### config.mk
export PLATFORM = sky130hd
export DESIGN_NAME = bootrom_arbiter
export DESIGN_NICKNAME = d
export VERILOG_FILES = /design/src/rtl/bootrom_pkg.sv /design/src/rtl/rr_arbiter.sv /design/src/rtl/bootrom_arbiter.sv
export SDC_FILE = /design/constraint.sdc
export NUM_CORES = 1
export LEC_CHECK = 0
export CORE_AREA = 2 2 59 61
export DETAILED_ROUTE_END_ITERATION = 10
export DIE_AREA = 0 0 61 63
export DONT_BUFFER_PORTS = 1
export GPL_TIMING_DRIVEN = 0
export PLACE_DENSITY_LB_ADDON = 0.12
export SYNTH_ARGS = -nofsm -noshare
export SYNTH_HDL_FRONTEND = slang
export SYNTH_SLANG_ARGS = --single-unit
export TNS_END_PERCENT = 50
### constraint.sdc
create_clock -name clock -period 3.4 [get_ports clock]
set_input_delay 0.51 -clock clock [delete_from_list [all_inputs] [get_ports clock]]
set_output_delay 0.51 -clock clock [all_outputs]
set_load 0.01 [all_outputs]
### src/rtl/bootrom_pkg.sv
// Shared types and default geometry for the boot ROM arbiter.
package bootrom_pkg;

   typedef enum logic [1:0] {
      IDLE    = 2'd0,
      CAPTURE = 2'd1,
      RESP    = 2'd2
   } state_e;

   localparam int unsigned BOOTROM_ADDR_W = 17;
   localparam int unsigned BOOTROM_DATA_W = 32;
   localparam int unsigned BOOTROM_DEPTH  = 73728;

endpackage

### src/rtl/rr_arbiter.sv
// Combinational round-robin pick: first set request at or above ptr_i, wrapping.
module rr_arbiter #(
   parameter int unsigned NREQ  = 2,
   parameter int unsigned IDX_W = (NREQ > 1) ? $clog2(NREQ) : 1
) (
   input  logic [NREQ-1:0]  req_i,
   input  logic [IDX_W-1:0] ptr_i,
   output logic [NREQ-1:0]  grant_o,
   output logic [IDX_W-1:0] grant_idx_o,
   output logic             grant_vld_o
);

   // Walk the rotated request vector; the first hit locks out later ones.
   always_comb begin
      logic [IDX_W-1:0] sel;
      logic             hit;
      sel         = '0;
      hit         = 1'b0;
      grant_o     = '0;
      grant_idx_o = '0;
      grant_vld_o = 1'b0;
      for (int unsigned off = 0; off < NREQ; off++) begin
         sel          = IDX_W'((32'(ptr_i) + off) % NREQ);
         hit          = !grant_vld_o && req_i[sel];
         grant_o[sel] = grant_o[sel] | hit;
         grant_idx_o  = hit ? sel : grant_idx_o;
         grant_vld_o  = grant_vld_o | hit;
      end
   end

endmodule

### src/rtl/bootrom_arbiter.sv
// Round-robin sharing of one me/oe boot ROM between NREQ read requesters,
// one transaction in flight, with an out-of-range error on the response.
module bootrom_arbiter
   import bootrom_pkg::*;
#(
   parameter int unsigned NREQ   = 2,
   parameter int unsigned ADDR_W = BOOTROM_ADDR_W,
   parameter int unsigned DATA_W = BOOTROM_DATA_W,
   parameter int unsigned DEPTH  = BOOTROM_DEPTH
) (
   input  logic                   clock,
   input  logic                   reset_n,
   input  logic [NREQ-1:0]        req_valid,
   output logic [NREQ-1:0]        req_ready,
   input  logic [NREQ*ADDR_W-1:0] req_addr,
   output logic [NREQ-1:0]        resp_valid,
   input  logic [NREQ-1:0]        resp_ready,
   output logic [DATA_W-1:0]      resp_data,
   output logic                   resp_err,
   output logic                   rom_me,
   output logic                   rom_oe,
   output logic [ADDR_W-1:0]      rom_address,
   input  logic [DATA_W-1:0]      rom_q,
   output logic                   busy
);

   localparam int unsigned IDX_W = (NREQ > 1) ? $clog2(NREQ) : 1;
   localparam logic [ADDR_W:0] DEPTH_C = (ADDR_W + 1)'(DEPTH);

   state_e              state_q, state_d;
   logic [IDX_W-1:0]    ptr_q, ptr_d;
   logic [IDX_W-1:0]    owner_q, owner_d;
   logic                err_q, err_d;
   logic [DATA_W-1:0]   resp_data_q, resp_data_d;
   logic                resp_err_q, resp_err_d;

   logic [NREQ-1:0]     grant_oh;
   logic [IDX_W-1:0]    grant_idx;
   logic                grant_vld;
   logic [ADDR_W-1:0]   gnt_addr;
   logic                gnt_in_range;
   logic [IDX_W-1:0]    next_ptr;

   rr_arbiter #(
      .NREQ  (NREQ),
      .IDX_W (IDX_W)
   ) u_rr_arbiter (
      .req_i       (req_valid),
      .ptr_i       (ptr_q),
      .grant_o     (grant_oh),
      .grant_idx_o (grant_idx),
      .grant_vld_o (grant_vld)
   );

   assign gnt_addr     = req_addr[grant_idx*ADDR_W +: ADDR_W];
   assign gnt_in_range = ({1'b0, gnt_addr} < DEPTH_C);
   assign next_ptr     = (grant_idx == IDX_W'(NREQ - 1)) ? '0 : grant_idx + IDX_W'(1);

   // State register and response holding registers.
   always_ff @(posedge clock or negedge reset_n) begin
      if (!reset_n) begin
         state_q     <= IDLE;
         ptr_q       <= '0;
         owner_q     <= '0;
         err_q       <= 1'b0;
         resp_data_q <= '0;
         resp_err_q  <= 1'b0;
      end else begin
         state_q     <= state_d;
         ptr_q       <= ptr_d;
         owner_q     <= owner_d;
         err_q       <= err_d;
         resp_data_q <= resp_data_d;
         resp_err_q  <= resp_err_d;
      end
   end

   // Next-state logic; rom_q is only looked at in CAPTURE, and not at all on an error.
   always_comb begin
      state_d     = state_q;
      ptr_d       = ptr_q;
      owner_d     = owner_q;
      err_d       = err_q;
      resp_data_d = resp_data_q;
      resp_err_d  = resp_err_q;
      case (state_q)
         IDLE: begin
            if (grant_vld) begin
               owner_d = grant_idx;
               err_d   = !gnt_in_range;
               ptr_d   = next_ptr;
               state_d = CAPTURE;
            end else begin
               state_d = IDLE;
            end
         end
         CAPTURE: begin
            resp_data_d = err_q ? '0 : rom_q;
            resp_err_d  = err_q;
            state_d     = RESP;
         end
         RESP: begin
            if (resp_ready[owner_q]) begin
               state_d = IDLE;
            end else begin
               state_d = RESP;
            end
         end
         default: state_d = IDLE;
      endcase
   end

   // IDLE outputs follow the live grant and are forced low while reset is held.
   always_comb begin
      req_ready   = '0;
      rom_me      = 1'b0;
      rom_oe      = 1'b0;
      rom_address = '0;
      resp_valid  = '0;
      case (state_q)
         IDLE: begin
            if (reset_n && grant_vld) begin
               req_ready   = grant_oh;
               rom_me      = gnt_in_range;
               rom_address = gnt_addr;
            end else begin
               req_ready   = '0;
            end
         end
         CAPTURE: rom_oe = !err_q;
         RESP:    resp_valid[owner_q] = 1'b1;
         default: resp_valid = '0;
      endcase
   end

   assign resp_data = resp_data_q;
   assign resp_err  = resp_err_q;
   assign busy      = (state_q != IDLE);

endmodule

==> run summary, run 1 <==
Initial antenna violation count - 0
Final setup vio count - 0
Arrival @ worst endpoint - 1710 ps
Worst-Margin Slew - 400 ps
TritonRoute pass-1 iters - 4
Largest net degree at the start of global routing - 39
P_sw - 0.735 mW
Post-DP Area - 2060 sq um
Gate Count Post-Synth - 236
Total Neg Setup Slack - 0 ps
Worst Skew - 3.97 ps
Post-layout util - 66.2%
Tmin final - 2220 ps
Vias in the first global route - 1620
Clock power frac - 12.5%
Yosys top cell area share - 47.4%
CTS max path bufs - 2
R2R Path End - resp_data[21]
Static leakage - 0.920 nW
Worst setup path class - flip-flop to primary output
Clk_lat worst skew - 340 ps
Via density - 5.86
# diodes - 0
Clk sinks - 38
Syn avg cell area - 8.49 sq um
Max Transition Viols Final - 0
Routed WL per cell - 16.7 microns
H-tree depth - 2
Status - completed
Nature of the critical path endpoint - primary output
Yosys warns - 0
Initial core utilization - 62.0%
Area of the core - 3230 sq um
Die width - 61 microns
Max_slew headroom - 73.3%
DRC - 0
IO Pins - 129
Fraction of layout cells with a size suffix above 1 - 10.2%
DR vias - 1704
CTS tree - built
Register bit total from synthesis - 38
Syn_nets - 308
Startpoint types - flip-flop
Max_cap viols - 0
Crit path max fanout - 10
R2R cell count - 5
PostCTS Resize Cnt - 0
Tcrit/Tclk final - 65.3%
CP startpoint - state_q[1]
VDD IR-drop max - 0.295 mV
CP required - 2890 ps
R2R setup slack - 2160 ps
Hold crit path type - input pin to flip-flop
Area grow syn2layout - 6.74%
Final #Nets - 317
Critical R2R Launch - state_q[1]
Area contributors post-synth - dfrtp_1 47%, o21ai_0 12%, nand2b_1 11%
Yosys top cell by area - dfrtp_1
Post-synth top cells - 48 x o21ai_0, 38 x dfrtp_1, 34 x nand2b_1
Post-Syn Area - 2000 sq um
Achievable frequency - 450 MHz
Internal - 0.968 mW
Filler Cell Count - 293
Ys flop type - dfrtp_1
Die area - 3840 sq um
DRT iter0 DRCs - 113
Inserted Clock Buffers - 5
Synth async-reset ratio - 100%
GRT overflow - 0
Sw frac - 43.2%
Post-synth EDFFs - 0
All-layer global routing usage - 27.2%
DRT antenna net count - 0
Share of the yosys chip area belonging to registers - 47.4%
Unique cell type count in the Yosys netlist - 27
Routed wire length - 4.85 mm
Die Y - 63 microns
HPWL Detailed - 3.60 mm
Clock Root Buffer - clkbuf_4
RSZ-0062 raised after global routing - no
First-pass GRT wire length - 7.76 mm
Logic pwr share - 40.5%
Seq pwr share - 46.9%
Critical Path End - rom_address[6]
PortBufs - 0
Gpl congestion - 0.847
Final hold violations - 0
Clock transition at path regs - 110 ps
Most common cell in the netlist - o21ai_0
Final Cell Area - 2140 sq um
Num rows - 21
Pwr Density - 796 nW/um^2
[worst min-delay path by stage]
stage	cells past startpoint	to	slack (ps)	from
3_3_place_gp	0	resp_data[28]	220	reset_n
6_report	2	resp_data[2]	300	rom_q[2]
2_1_floorplan	0	err_q	210	reset_n
5_1_grt	2	resp_data[20]	280	rom_q[20]
3_5_place_dp	0	resp_data[0]	220	reset_n
4_1_cts	2	resp_data[2]	300	rom_q[2]
[sequential cells by signal (all words and copies together) (netlist names)]
name	cells
state_q	2
err_q	1
owner_q	1
resp_err	1
ptr_q	1
resp_data	32
[power by group through the flow]
stage	Combinational, mW	Sequential [mW]	Clock [mW]
after floorplan	0.551	0.773	0
after global placement	0.662	0.806	0
after CTS	0.701	0.801	0.219
after global routing	0.791	0.829	0.247
final	0.690	0.799	0.214
after detailed placement	0.688	0.810	0
[through the flow]
stage	power [mW]	hold WS (ps)	worst slack, ps	instances
final	1.70	304	1180	291
after CTS	1.72	298	1150	291
after global routing	1.87	281	1060	291
after floorplan	1.32	214	1700	236
after global placement	1.47	215	1470	282
after detailed placement	1.50	216	1460	282
[kinds of logic (layout without fill, tap and decap cells)]
logic type	Yosys count	count (layout)	synth area share, %
and+or+nand+nor	101	101	26.5
muxes	2	2	1.12
AOI/OAI and AO/OA	73	73	18.5
buffers and inverters	22	31	6.49
DFF	38	38	47.4
[layout make-up]
type	instances	area (sq um)	area share [%]
Sequential cell	38	951	44.4
Multi-Input combinational cell	176	923	43.2
Buffer	18	115	5.38
Tap cell	46	57.6	2.69
Clock buffer	5	37.5	1.75
Timing Repair Buffer	2	30.0	1.40
Inverter	4	15.0	0.702
Clock inverter	2	10.0	0.468
[cell usage in the layout, fill, tap and decap left out]
master	netlist	final
buf_12	0	1
clkinv_2	0	2
nand2_2	1	1
or2_1	1	1
clkbuf_4	0	5
o211ai_1	1	1
dfrtp_1	38	38
buf_2	2	2
or3_1	2	2
o21ai_1	3	3
inv_2	1	1
nor2_1	5	5
inv_1	3	3
buf_4	6	6
and3_1	1	1
nand2b_4	1	1
dlygate4sd3_1	0	1
and3b_1	1	1
and2_1	1	1
nor2b_1	1	1
nand3_1	18	18
o21ai_0	48	48
buf_6	3	3
nand2b_1	34	34
nand4_1	1	1
mux2_2	2	2
a31oi_1	2	2
a21oi_1	19	19
nor3b_2	1	1
nand2_1	33	33
clkbuf_1	7	7
[critical path: stages (launching register included)]
cell,delay (ps)
dfrtp_1,430
nor3b_2,260
nand2_2,170
buf_6,180
a21oi_1,330
[layer usage]
layer	track usage [%]	part of all wire (%)	routed length (microns)
met5	0	0	0
met4	7.61	1.3	64
met3	10.6	10	487
met2	43.7	50	2410
met1	33.4	39	1890
[what timing repair did]
| action | in CTS | in global routing |
|---|---|---|
| hold buffers | 2 | 0 |
| setup endpoints to repair | 0 | 0 |
| hold endpoints to repair | 38 | 0 |
| buffers inserted | 0 | 0 |
(Power assumes the default switching activity.)
==> run 2, diff against run 1 <==
--- a/config.mk
+++ b/config.mk
@@ -5,9 +5,9 @@
 export SDC_FILE = /design/constraint.sdc
 export NUM_CORES = 1
 export LEC_CHECK = 0
-export CORE_AREA = 2 2 59 61
+export CORE_AREA = 2 2 60 62
 export DETAILED_ROUTE_END_ITERATION = 10
-export DIE_AREA = 0 0 61 63
+export DIE_AREA = 0 0 62 64
 export DONT_BUFFER_PORTS = 1
 export GPL_TIMING_DRIVEN = 0
 export PLACE_DENSITY_LB_ADDON = 0.12
==> constraint.sdc (replaced) <==
create_clock -name clock -period 2.2 [get_ports clock]
set_input_delay 0.33 -clock clock [delete_from_list [all_inputs] [get_ports clock]]
set_output_delay 0.33 -clock clock [all_outputs]
set_load 0.01 [all_outputs]
==> run summary, run 2 (synthesis results as in run 1) <==
DRT antenna net count - 0 (unchanged)
Logic pwr share - 40.0% (-0.5 points)
Hold crit path type - input pin to flip-flop
HPWL Detailed - 3.60 mm (about the same)
Most common cell after layout, fill and taps aside - o21ai_0
GRT overflow - 0 (unchanged)
Die area - 3970 sq um (+3.3%)
Final setup vio count - 0 (unchanged)
Num rows - 21 (unchanged)
Max_slew headroom - 73.0% (-0.38 points)
Worst Skew - 7.60 ps (+3.63 ps)
IO Pins - 129 (unchanged)
DRT iter0 DRCs - 74 (-35%)
Area of the core - 3280 sq um (+1.6%)
R2R cell count - 5 (unchanged)
VDD IR-drop max - 0.523 mV (+77%)
Clock transition at path regs - 100 ps (about the same)
Die width - 62 microns (+1.6%)
DRC - 0 (unchanged)
Initial antenna violation count - 0 (unchanged)
Hold endpoint - resp_data[26]
Tcrit/Tclk final - 89.4%
Via density - 5.89 (+0.52%)
Clk_lat worst skew - 330 ps (about the same)
# diodes - 0 (unchanged)
Clk sinks - 38 (unchanged)
Routed WL per cell - 16.1 microns (-3.1%)
CTS tree - built
DR vias - 1707 (+0.18%)
Filler Cell Count - 304 (+3.8%)
Worst hold stages - 2 (unchanged)
Routed wire length - 4.68 mm (-3.5%)
Crit path max fanout - 10 (unchanged)
Total Neg Setup Slack - 0 ps (unchanged)
H-tree depth - 2 (unchanged)
Die Y - 64 microns (+1.6%)
Worst setup path class - flip-flop to primary output
P_sw - 1.11 mW (+51%)
Arrival @ worst endpoint - 1640 ps (-70 ps)
Finished Layout Cells - 290 (-0.34%)
Worst-Margin Slew - 406 ps (+5.77 ps)
Achievable frequency - 509 MHz
Static leakage - 0.919 nW (about the same)
Max Transition Viols Final - 0 (unchanged)
Clock power frac - 13.1% (+0.6 points)
Most frequent cells in the layout - 48 x o21ai_0, 38 x dfrtp_1, 34 x nand2b_1, 33 x nand2_1, 19 x a21oi_1
R2R setup slack - 940 ps (-1220 ps)
Critical R2R Launch - state_q[1]
Seq pwr share - 46.9% (about the same)
Largest net degree at the start of global routing - 39 (unchanged)
Inserted Clock Buffers - 5 (unchanged)
R2R Path End - resp_data[22]
Fraction of layout cells with a size suffix above 1 - 9.84% (-0.37 points)
Sw frac - 42.2% (-0.96 points)
CP required - 1870 ps (-1020 ps)
Vias in the first global route - 1701 (+5.0%)
Pre-CTS setup slack - 597 ps (-862 ps)
Tmin final - 1970 ps
PortBufs - 0 (unchanged)
Pwr Density - 1230 nW/um^2 (+55%)
First-pass GRT wire length - 7.54 mm (-2.8%)
Internal - 1.52 mW (+58%)
Area grow syn2layout - 6.93%
CTS max path bufs - 2 (unchanged)
Final #Nets - 317 (unchanged)
Clock Root Buffer - clkbuf_4
Final hold violations - 0 (unchanged)
Multi-input gate area - 923 sq um (unchanged)
Post-route setup slack - 234 ps (-946 ps)
FF+latch area - 951 sq um (unchanged)
Gpl congestion - 0.813 (-4.0%)
TritonRoute pass-1 iters - 4 (unchanged)
Max_cap viols - 0 (unchanged)
Placed insts - 282 (unchanged)
Status - completed
Startpoint types - flip-flop
All-layer global routing usage - 25.6% (-1.6 points)
Largest register FFs - 32 (unchanged)
Worst min-delay path startpoint - rom_q[26]
Nature of the critical path endpoint - primary output
Initial core utilization - 61.0% (-0.99 points)
RSZ-0062 raised after global routing - no
run 2: worst max-delay path by stage:
stage / to / cells past startpoint / startpoint
3_5_place_dp: rom_address[5] / 4 / state_q[0]
3_3_place_gp: rom_address[5] / 4 / state_q[0]
2_1_floorplan: rom_address[0] / 4 / state_q[0]
5_1_grt: rom_address[5] / 4 / state_q[1]
4_1_cts: rom_address[5] / 4 / state_q[1]
6_report: rom_address[5] / 4 / state_q[1]
run 2: power by group through the flow:
stage	clock, mW	combinational (mW)	sequential [mW]
floorplan	0	0.852	1.19
global placement	0	1.02	1.25
detailed placement	0	1.05	1.26
CTS	0.356	1.07	1.24
global route	0.385	1.23	1.28
finish	0.345	1.05	1.24
run 2: layout make-up:
cell class                      instances  share of cell area (%)
Buffer                                 18                    5.37
Multi-Input combinational cell        176                    43.1
Tap cell                               46                    2.69
Clock buffer                            6                    2.39
Timing Repair Buffer                    2                    1.40
Sequential cell                        38                    44.4
Inverter                                4                   0.701
run 2: metrics by stage:
stage                     cell area (sq um)  hold WS (ps)  power, mW  utilization, %
after floorplan                        2000          34.4       2.05               -
after global placement                 2060          35.1       2.26            62.8
after detailed placement               2060          35.2       2.31            62.8
after CTS                              2140           118       2.67            65.3
after global routing                   2140           110       2.89            65.3
final                                  2140           131       2.64            65.3
run 2: routing by layer:
| layer | vias up | share of wire [%] | GRT usage [%] | routed length (microns) |
|---|---|---|---|---|
| li1 | 813 | - | - | - |
| met2 | 91 | 50 | 43.1 | 2350 |
| met3 | 6 | 11 | 9.31 | 508 |
| met5 | - | 0 | 0 | 0 |
| met4 | 0 | 1.3 | 7.18 | 62 |
| met1 | 797 | 38 | 29.7 | 1760 |
run 2: critical path, cell delays in order (launching register included):
cell,delay (ps)
dfrtp_1,440
nor3b_2,250
nand2_2,160
buf_6,170
a21oi_1,270
run 2: repair_timing:
item | in CTS | in global routing
setup buffers | 0 | 0
resized for setup | 0 | 0
setup endpoints to repair | 0 | 0
hold buffers | 2 | 0
hold endpoints to repair | 38 | 0
